<file path="config.mk">
export PLATFORM = sky130hd
export DESIGN_NAME = entropy_decoder_mc
export DESIGN_NICKNAME = d
export VERILOG_FILES = /design/src/rtl/entropy_decoder_mc.sv
export SDC_FILE = /design/constraint.sdc
export NUM_CORES = 1
export LEC_CHECK = 0
export BUFFER_PORTS_ARGS = -buffer_cell sky130_fd_sc_hd__clkbuf_2
export CAP_MARGIN = 10
export CELL_PAD_IN_SITES_DETAIL_PLACEMENT = 2
export CELL_PAD_IN_SITES_GLOBAL_PLACEMENT = 2
export CORE_UTILIZATION = 40
export CTS_BUF_LIST = sky130_fd_sc_hd__clkbuf_8
export DETAILED_ROUTE_END_ITERATION = 12
export MAX_ROUTING_LAYER = met4
export PLACE_DENSITY_LB_ADDON = 0.1
export RECOVER_POWER = 25
export SYNTH_ARGS = -nofsm -noshare
export SYNTH_HDL_FRONTEND = slang
export SYNTH_HIERARCHICAL = 1
export SYNTH_SLANG_ARGS = --single-unit
</file>
<file path="constraint.sdc">
create_clock -name clk_in -period 9.8 [get_ports clk_in]
set_input_delay 1.47 -clock clk_in [delete_from_list [all_inputs] [get_ports clk_in]]
set_output_delay 1.47 -clock clk_in [all_outputs]
set_load 0.02 [all_outputs]
</file>
<file path="src/rtl/entropy_decoder_mc.sv">
// Multi-channel entropy decoder: sign-reconstructs (value, run, size) tokens, DC-predicts per channel
// and expands every block to BLOCK_SIZE zig-zag coefficients. ENTROPY_DECODER_MC_ERROR_EN adds token checks and error_out.

module entropy_decoder_mc_pred #(
  parameter int OUT_WIDTH = 12
) (
  input  logic                 clk_in,
  input  logic                 rst_in,
  input  logic                 clear,
  input  logic                 wr_en,
  input  logic [OUT_WIDTH-1:0] wr_data,
  output logic [OUT_WIDTH-1:0] pred
);
  // a DC write coinciding with clear wins: that token was already decoded against 0
  always_ff @(posedge clk_in) begin
    if (rst_in)     pred <= '0;
    else if (wr_en) pred <= wr_data;
    else if (clear) pred <= '0;
  end
endmodule

module entropy_decoder_mc #(
  parameter  int VALUE_WIDTH  = 11,
  parameter  int OUT_WIDTH    = 12,
  parameter  int NUM_CHANNELS = 3,
  parameter  int BLOCK_SIZE   = 64,
  parameter  int DELTA_DECODE = 1,
  localparam int CW = (NUM_CHANNELS > 1) ? $clog2(NUM_CHANNELS) : 1,
  localparam int IW = $clog2(BLOCK_SIZE)
) (
  input  logic                   clk_in,
  input  logic                   rst_in,
  input  logic [VALUE_WIDTH-1:0] value_in,
  input  logic [IW-1:0]          run_in,
  input  logic [4:0]             size_in,
  input  logic                   dc_in,
  input  logic [CW-1:0]          channel_in,
  input  logic                   valid_in,
  output logic                   ready_out,
  input  logic                   clear_pred_in,
  output logic [OUT_WIDTH-1:0]   coef_out,
  output logic [IW-1:0]          index_out,
  output logic [CW-1:0]          channel_out,
  output logic                   last_out,
  output logic                   valid_out,
  input  logic                   ready_in,
  output logic                   error_out
);
  typedef enum logic [1:0] {S_DC, S_AC, S_RUN, S_FILL} state_t;
  localparam int DW = VALUE_WIDTH + 2;
  localparam logic [IW-1:0] LAST_IDX = IW'(BLOCK_SIZE - 1);

  state_t                                 state;
  logic [IW-1:0]                          idx, idx_nxt, run_cnt;
  logic [OUT_WIDTH-1:0]                   pend, dec, pred_sel, dc_val;
  logic [VALUE_WIDTH-1:0]                 size_bit;
  logic [DW-1:0]                          val_ext, dec_w;
  logic [NUM_CHANNELS-1:0][OUT_WIDTH-1:0] pred_q;
  logic advance, accept, tok_ok, dc_take, at_last, ch_ok;

  assign advance   = !valid_out || ready_in;
  assign ready_out = advance && (state == S_DC || state == S_AC);
  assign accept    = valid_in && ready_out;
  assign at_last   = idx == LAST_IDX;
  assign idx_nxt   = at_last ? '0 : idx + IW'(1);

  // a clear top bit marks a negative code: value - 2^size + 1
  assign size_bit = VALUE_WIDTH'(1) << (size_in - 5'd1);
  assign val_ext  = DW'(value_in);
  assign dec_w    = (size_in == 5'd0) ? '0 :
                    (|(value_in & size_bit)) ? val_ext :
                    val_ext - (DW'(1) << size_in) + DW'(1);
  assign dec      = OUT_WIDTH'($signed(dec_w));

  assign ch_ok    = {1'b0, channel_in} < (CW+1)'(NUM_CHANNELS);
  assign pred_sel = (clear_pred_in || !ch_ok) ? '0 : pred_q[channel_in];
  assign dc_val   = (DELTA_DECODE != 0) ? dec + pred_sel : dec;
  assign dc_take  = accept && tok_ok && state == S_DC;

  for (genvar c = 0; c < NUM_CHANNELS; c++) begin : g_pred
    entropy_decoder_mc_pred #(.OUT_WIDTH(OUT_WIDTH)) u_pred (
      .clk_in  (clk_in),
      .rst_in  (rst_in),
      .clear   (clear_pred_in),
      .wr_en   (dc_take && channel_in == CW'(c)),
      .wr_data (dc_val),
      .pred    (pred_q[c])
    );
  end

`ifdef ENTROPY_DECODER_MC_ERROR_EN
  logic overrun, err_set;
  assign tok_ok  = dc_in == (state == S_DC);
  // a zero landing on the last index while run or value is still pending
  assign overrun = advance && at_last &&
                   ((state == S_AC && accept && tok_ok && run_in != '0) ||
                    (state == S_RUN && run_cnt != '0));
  assign err_set = (accept && !tok_ok) || overrun;

  always_ff @(posedge clk_in) begin
    if (rst_in)       error_out <= 1'b0;
    else if (err_set) error_out <= 1'b1;
  end
`else
  logic unused_dc;
  assign unused_dc = dc_in;
  assign tok_ok    = 1'b1;
  assign error_out = 1'b0;
`endif

  always_ff @(posedge clk_in) begin
    if (rst_in) begin
      state       <= S_DC;
      idx         <= '0;
      run_cnt     <= '0;
      pend        <= '0;
      coef_out    <= '0;
      index_out   <= '0;
      channel_out <= '0;
      last_out    <= 1'b0;
      valid_out   <= 1'b0;
    end else if (advance) begin
      valid_out <= 1'b0;
      case (state)
        S_DC: if (accept && tok_ok) begin
          valid_out   <= 1'b1;
          coef_out    <= dc_val;
          index_out   <= idx;
          last_out    <= at_last;
          idx         <= idx_nxt;
          channel_out <= channel_in;
          state       <= at_last ? S_DC : S_AC;
        end
        S_AC: if (accept && tok_ok) begin
          valid_out <= 1'b1;
          index_out <= idx;
          last_out  <= at_last;
          idx       <= idx_nxt;
          if (run_in == '0) begin
            coef_out <= dec;
            state    <= at_last ? S_DC : (size_in == 5'd0) ? S_FILL : S_AC;
          end else begin
            coef_out <= '0;
            run_cnt  <= run_in - IW'(1);
            pend     <= dec;
            state    <= at_last ? S_DC : S_RUN;
          end
        end
        S_RUN: begin
          valid_out <= 1'b1;
          index_out <= idx;
          last_out  <= at_last;
          idx       <= idx_nxt;
          if (run_cnt != '0) begin
            coef_out <= '0;
            run_cnt  <= run_cnt - IW'(1);
            if (at_last) state <= S_DC;
          end else begin
            coef_out <= pend;
            state    <= at_last ? S_DC : S_AC;
          end
        end
        S_FILL: begin
          valid_out <= 1'b1;
          coef_out  <= '0;
          index_out <= idx;
          last_out  <= at_last;
          idx       <= idx_nxt;
          if (at_last) state <= S_DC;
        end
        default: state <= S_DC;
      endcase
    end
  end
endmodule

</file>
==> results.md <==
Run status:
- The run finished, with violations left.
- The checks that failed: capacitance limit, slew limit.

Clock network:
- After clock tree synthesis, the clock-pin slew on the worst setup and hold paths is about 0.09 ns.
- The level count of the clock H-tree is 3.
- The number of hold buffers added after CTS was 0.
- In this run the clock root is driven by a sky130_fd_sc_hd__clkbuf_8.
- The number of buffers inserted by post-CTS setup repair is 0.
- TritonCTS built the clock tree.
- At the later pin of the worst-skew pair, clock insertion delay measures 0.38 ns.
- Counting every sink on the clock net gives 84.
- After clock tree synthesis, the repair step resized 0 gates.
- Clock tree synthesis inserted a total of 9 buffers.
- The buffer levels on the longest clock path is 2.

Final layout:
- The number of antenna diodes is 0.
- Counting the fill cells in the layout gives between 1.5k and 2k.
- After the flow finishes, the layout carries non-filler instances totaling 968.
- The post-layout utilization of the core is between 40 and 50%.
- Registers take ~1700 µm².
- The combined area of the multi-input logic cells is 3871 µm².
- In the final design database the tool counted approximately 840 nets.
- The post-route netlist has between 10% and 20% of its cells at a drive strength greater than 1.
- The area added between synthesis and finish is 8.025%.

Worst setup path:
- The nature of the critical path startpoint is a primary input.
- STA puts the critical path data arrival time at approximately 7.3 ns.
- The sort of element at the end of the critical path is a flop.
- The worst register-to-register path begins at g_pred[2].u_pred/pred[2].
- The cell that appears most often on the critical path is sky130_fd_sc_hd__ha_1.
- The launching element of the worst setup path is size_in[2].
- Among cell families on the critical path, the largest total delay comes from simple AND/OR/NAND/NOR gates.
- The slowest stage of the critical path belongs to the cell sky130_fd_sc_hd__or4_1.
- The path type of the worst setup path is in -> reg.
- The depth of the worst register-to-register path is 10.
- For the worst setup path, the data required time is 10.05 ns.
- The top fanout value on the critical path is 15.
- In this design, the stage delay of the slowest critical-path cell is a little over 0.7 ns.
- The critical path buffer and inverter count is 3.
- The cell depth of the worst setup path is 26.

Yosys:
- The share of the yosys chip area belonging to registers is between 20% and 30%.
- The most instantiated flip-flop cell in the synthesis netlist is sky130_fd_sc_hd__dfxtp_1.
- The most common cell in the netlist is sky130_fd_sc_hd__nand2_1.
- In this run, synthesis inferred 0 flip-flops with an integrated enable.
- Synthesis instantiated 75 different standard cells from the library.
- The mapped cell area is between 5000 and 6000 µm².
- The number of warnings issued by yosys is 6.
- The post-synthesis sequential element count is between 80 and 90.
- The cell accounting for the most synthesized area is sky130_fd_sc_hd__dfxtp_1.
- The proportion of register bits with asynchronous set or reset after synthesis is 0%.
- Ranked by instance count, the synthesized netlist is headed by 130 x sky130_fd_sc_hd__nand2_1, 84 x sky130_fd_sc_hd__dfxtp_1, 72 x sky130_fd_sc_hd__a21oi_1, 64 x sky130_fd_sc_hd__nor2_1, 50 x sky130_fd_sc_hd__inv_1.
- By area the synthesized netlist is led by sky130_fd_sc_hd__dfxtp_1 28%, sky130_fd_sc_hd__nand2_1 8.2%, sky130_fd_sc_hd__o32ai_2 8.2%.
- The area share of the largest cell type after synthesis is 28.09%.
- The synthesized netlist cell count is between 700 and 800.
- The net count after synthesis is between 800 and 900.
- In this run the mean area of a mapped cell was approximately 7.9 µm².

Global routing:
- The overall fraction of global-route tracks in use is a little over a quarter.
- For this run, global-route usage on met3 was measured as approximately 3.1%.
- The wire length of the first global-routing pass is ~33000 µm.
- Global routing finished with a remaining overflow of 0.
- The met1 demand-to-capacity share in global routing is approximately 33%.
- The initial antenna violation count was 0.
- After global routing, the most crowded layer is met2.
- The largest net degree at the start of global routing is 63.
- The number of global-route vias before repair is roughly 6.2k.
- The met2 capacity usage during global routing is 47.25%.

Min path:
- The worst hold path belongs to the class reg -> reg.
- The source of the worst hold timing path is index_out[3].
- Along the worst hold path, the cell count comes to 2.

STA:
- The sum of negative setup slack is 0 ns.
- Subtracting the final worst setup slack from the clock period gives 7.002 ns.
- The highest clock rate is 142.8 MHz.
- The relative slew slack is -113.8%.
- The slew at the pin with the worst max-slew slack is roughly 3.2 ns.
- Setup repair after global routing left no endpoint under its margin.
- Setup violations remaining at the end of the flow were counted as 0.
- The count of endpoints failing hold in the final timing report is 0.
- The final count of pins violating max slew is 89.
- The worst path uses a little under three quarters of the clock period.
- Clock skew on the completed layout was measured at roughly 0.022 ns.

Placed design:
- At the end of routability-driven placement, the weighted congestion stood at roughly 0.84.
- The cell total after placement is around 950.
- Once detailed placement completed, the half-perimeter wirelength came to about 15000 µm.
- The number of input and output port buffers inserted is 51.

Floorplanning:
- The count of standard-cell rows is 44.
- The region available for standard cell placement spans ~15000 µm².
- The initial utilization of the core area, before any placement, comes to between 40 and 50%.
- The horizontal die dimension is about 120 µm.
- During I/O placement, the number of pins put on the boundary was 54.
- The die is 124.3 µm tall.
- The die footprint is about 15000 µm².

Detailed routing:
- The aggregate routed wire length is 19950 µm.
- The detailed-route via count is between 5k and 6k.
- The number of DRC markers in iteration 0 is 305.
- In the routed layout, each cell is associated on average with a via count of 5.869.
- The detail-routed net length per standard cell is 20.61 µm.
- The number of remaining DRC errors is 0.
- The number of nets with antenna violations after detailed routing is 0.
- The first-pass iteration count of the detailed router is 4.

Power:
- In this run the power density over the cells is around 150 nW/µm².
- Of the total power, the clock network draws 31.0%.
- The switching power summed over all nets is roughly 360 µW.
- The internal portion of the total power is 609.1 µW.
- The worst-case vdd ir drop is 0.07371 mV.
- In this run the static leakage power is 2.348 nW.
- The share of total power dissipated in sequential elements is 38.6%.
- In this run switching power makes up between 30 and 40% of total power.
- Combinational logic is responsible for between 30% and 40% of the overall power.

Flow run:
- The number of max-capacitance violations reported is 2.
[cell type report]
class	instances	area share (%)
timing repair buffer	56	4.043
clock buffer	10	2.128
clock inverter	6	1.451
sequential	84	26.00
multi-input combinational	577	59.86
tap	184	3.560
inverter	51	2.960
[path summary, 6_finish.rpt]
kind	endpoint	slack, ns
worst max-delay path	g_pred[2].u_pred/pred[11]	2.80
worst min-delay path	index_out[3]	0.46
worst max register to register	coef_out[7]	6.53
worst min register to register	index_out[3]	0.46
[cells in the final DEF, fill, tap and decap left out, types with 5 or more instances in the layout]
master	netlist	routed
sky130_fd_sc_hd__nand2_1	130	130
sky130_fd_sc_hd__dfxtp_1	84	84
sky130_fd_sc_hd__a21oi_1	72	72
sky130_fd_sc_hd__nor2_1	64	64
sky130_fd_sc_hd__inv_1	50	50
sky130_fd_sc_hd__ha_1	31	31
sky130_fd_sc_hd__o32ai_2	30	30
sky130_fd_sc_hd__clkbuf_2	0	29
sky130_fd_sc_hd__o21ai_0	27	27
sky130_fd_sc_hd__mux2i_1	25	25
sky130_fd_sc_hd__clkbuf_1	28	23
sky130_fd_sc_hd__nand3_1	17	17
sky130_fd_sc_hd__nor3_1	16	15
sky130_fd_sc_hd__xnor2_1	15	15
sky130_fd_sc_hd__o211ai_1	12	12
sky130_fd_sc_hd__clkbuf_8	0	10
sky130_fd_sc_hd__nor2b_1	8	8
sky130_fd_sc_hd__xor2_1	8	8
sky130_fd_sc_hd__nor4_1	7	7
sky130_fd_sc_hd__and3_1	6	6
sky130_fd_sc_hd__a31oi_1	5	5
sky130_fd_sc_hd__a221oi_1	5	5
sky130_fd_sc_hd__a21o_1	5	5
sky130_fd_sc_hd__nand2b_1	5	5
sky130_fd_sc_hd__o21a_1	5	5
[power groups by stage]
stage                     Combinational (mW)  Clock, mW  Sequential, mW
after floorplan                        0.198          0           0.386
after global placement                 0.279          0           0.380
after detailed placement               0.295          0           0.381
after CTS                              0.298      0.304           0.373
after global routing                   0.323      0.320           0.376
final                                  0.295      0.299           0.373
[routing by layer]
metal	wire length (µm)	part of all wire, %	up-vias
met1	8881	45	2854
met3	417	2.1	27
met2	10050	50	69
li1	-	-	2731
met4	597	3.0	0
met5	0	0	-
[worst reg2reg max path: stages, from the launching register on]
cell and delay (ns):
sky130_fd_sc_hd__dfxtp_1 0.33, sky130_fd_sc_hd__mux2i_1 0.17, sky130_fd_sc_hd__o21a_1 0.29, sky130_fd_sc_hd__nor2_1 0.14, sky130_fd_sc_hd__o32ai_1 0.56, sky130_fd_sc_hd__a311oi_2 0.15, sky130_fd_sc_hd__maj3_2 0.36, sky130_fd_sc_hd__a211o_1 0.34
sky130_fd_sc_hd__o211a_1 0.17, sky130_fd_sc_hd__or3_1 0.35, sky130_fd_sc_hd__a311oi_1 0.28
[kinds of logic after synthesis]
| kind of cell | after synthesis | synth area share, % |
|---|---|---|
| xor+xnor | 23 | 3.365 |
| other cells | 1 | 0.06264 |
| compound gates | 200 | 26.25 |
| flops | 84 | 28.09 |
| mux | 28 | 4.807 |
| fa+ha+maj | 34 | 7.335 |
| simple gates | 291 | 22.68 |
| buf+inv | 101 | 7.419 |
[registers in the layout, indices dropped and copies added, names as in the netlist]
name / cells
pend: 12
valid_out: 1
channel_out: 2
idx: 6
coef_out: 12
index_out: 6
last_out: 1
state: 2
run_cnt: 6
g_pred.u_pred/pred: 36
[metrics by stage]
step           area (µm²)  hold slack (ns)  total power, mW  setup WS (ns)
2_1_floorplan        5987           0.4316           0.5838          3.914
3_3_place_gp         6270           0.4420           0.6591          2.765
3_5_place_dp         6270           0.4541           0.6760          2.509
4_1_cts              6501           0.4696           0.9753          2.822
5_1_grt              6467           0.4960            1.019          2.373
6_report             6467           0.4626           0.9672          2.798
No activity file was read; power rests on OpenSTA's default activity.
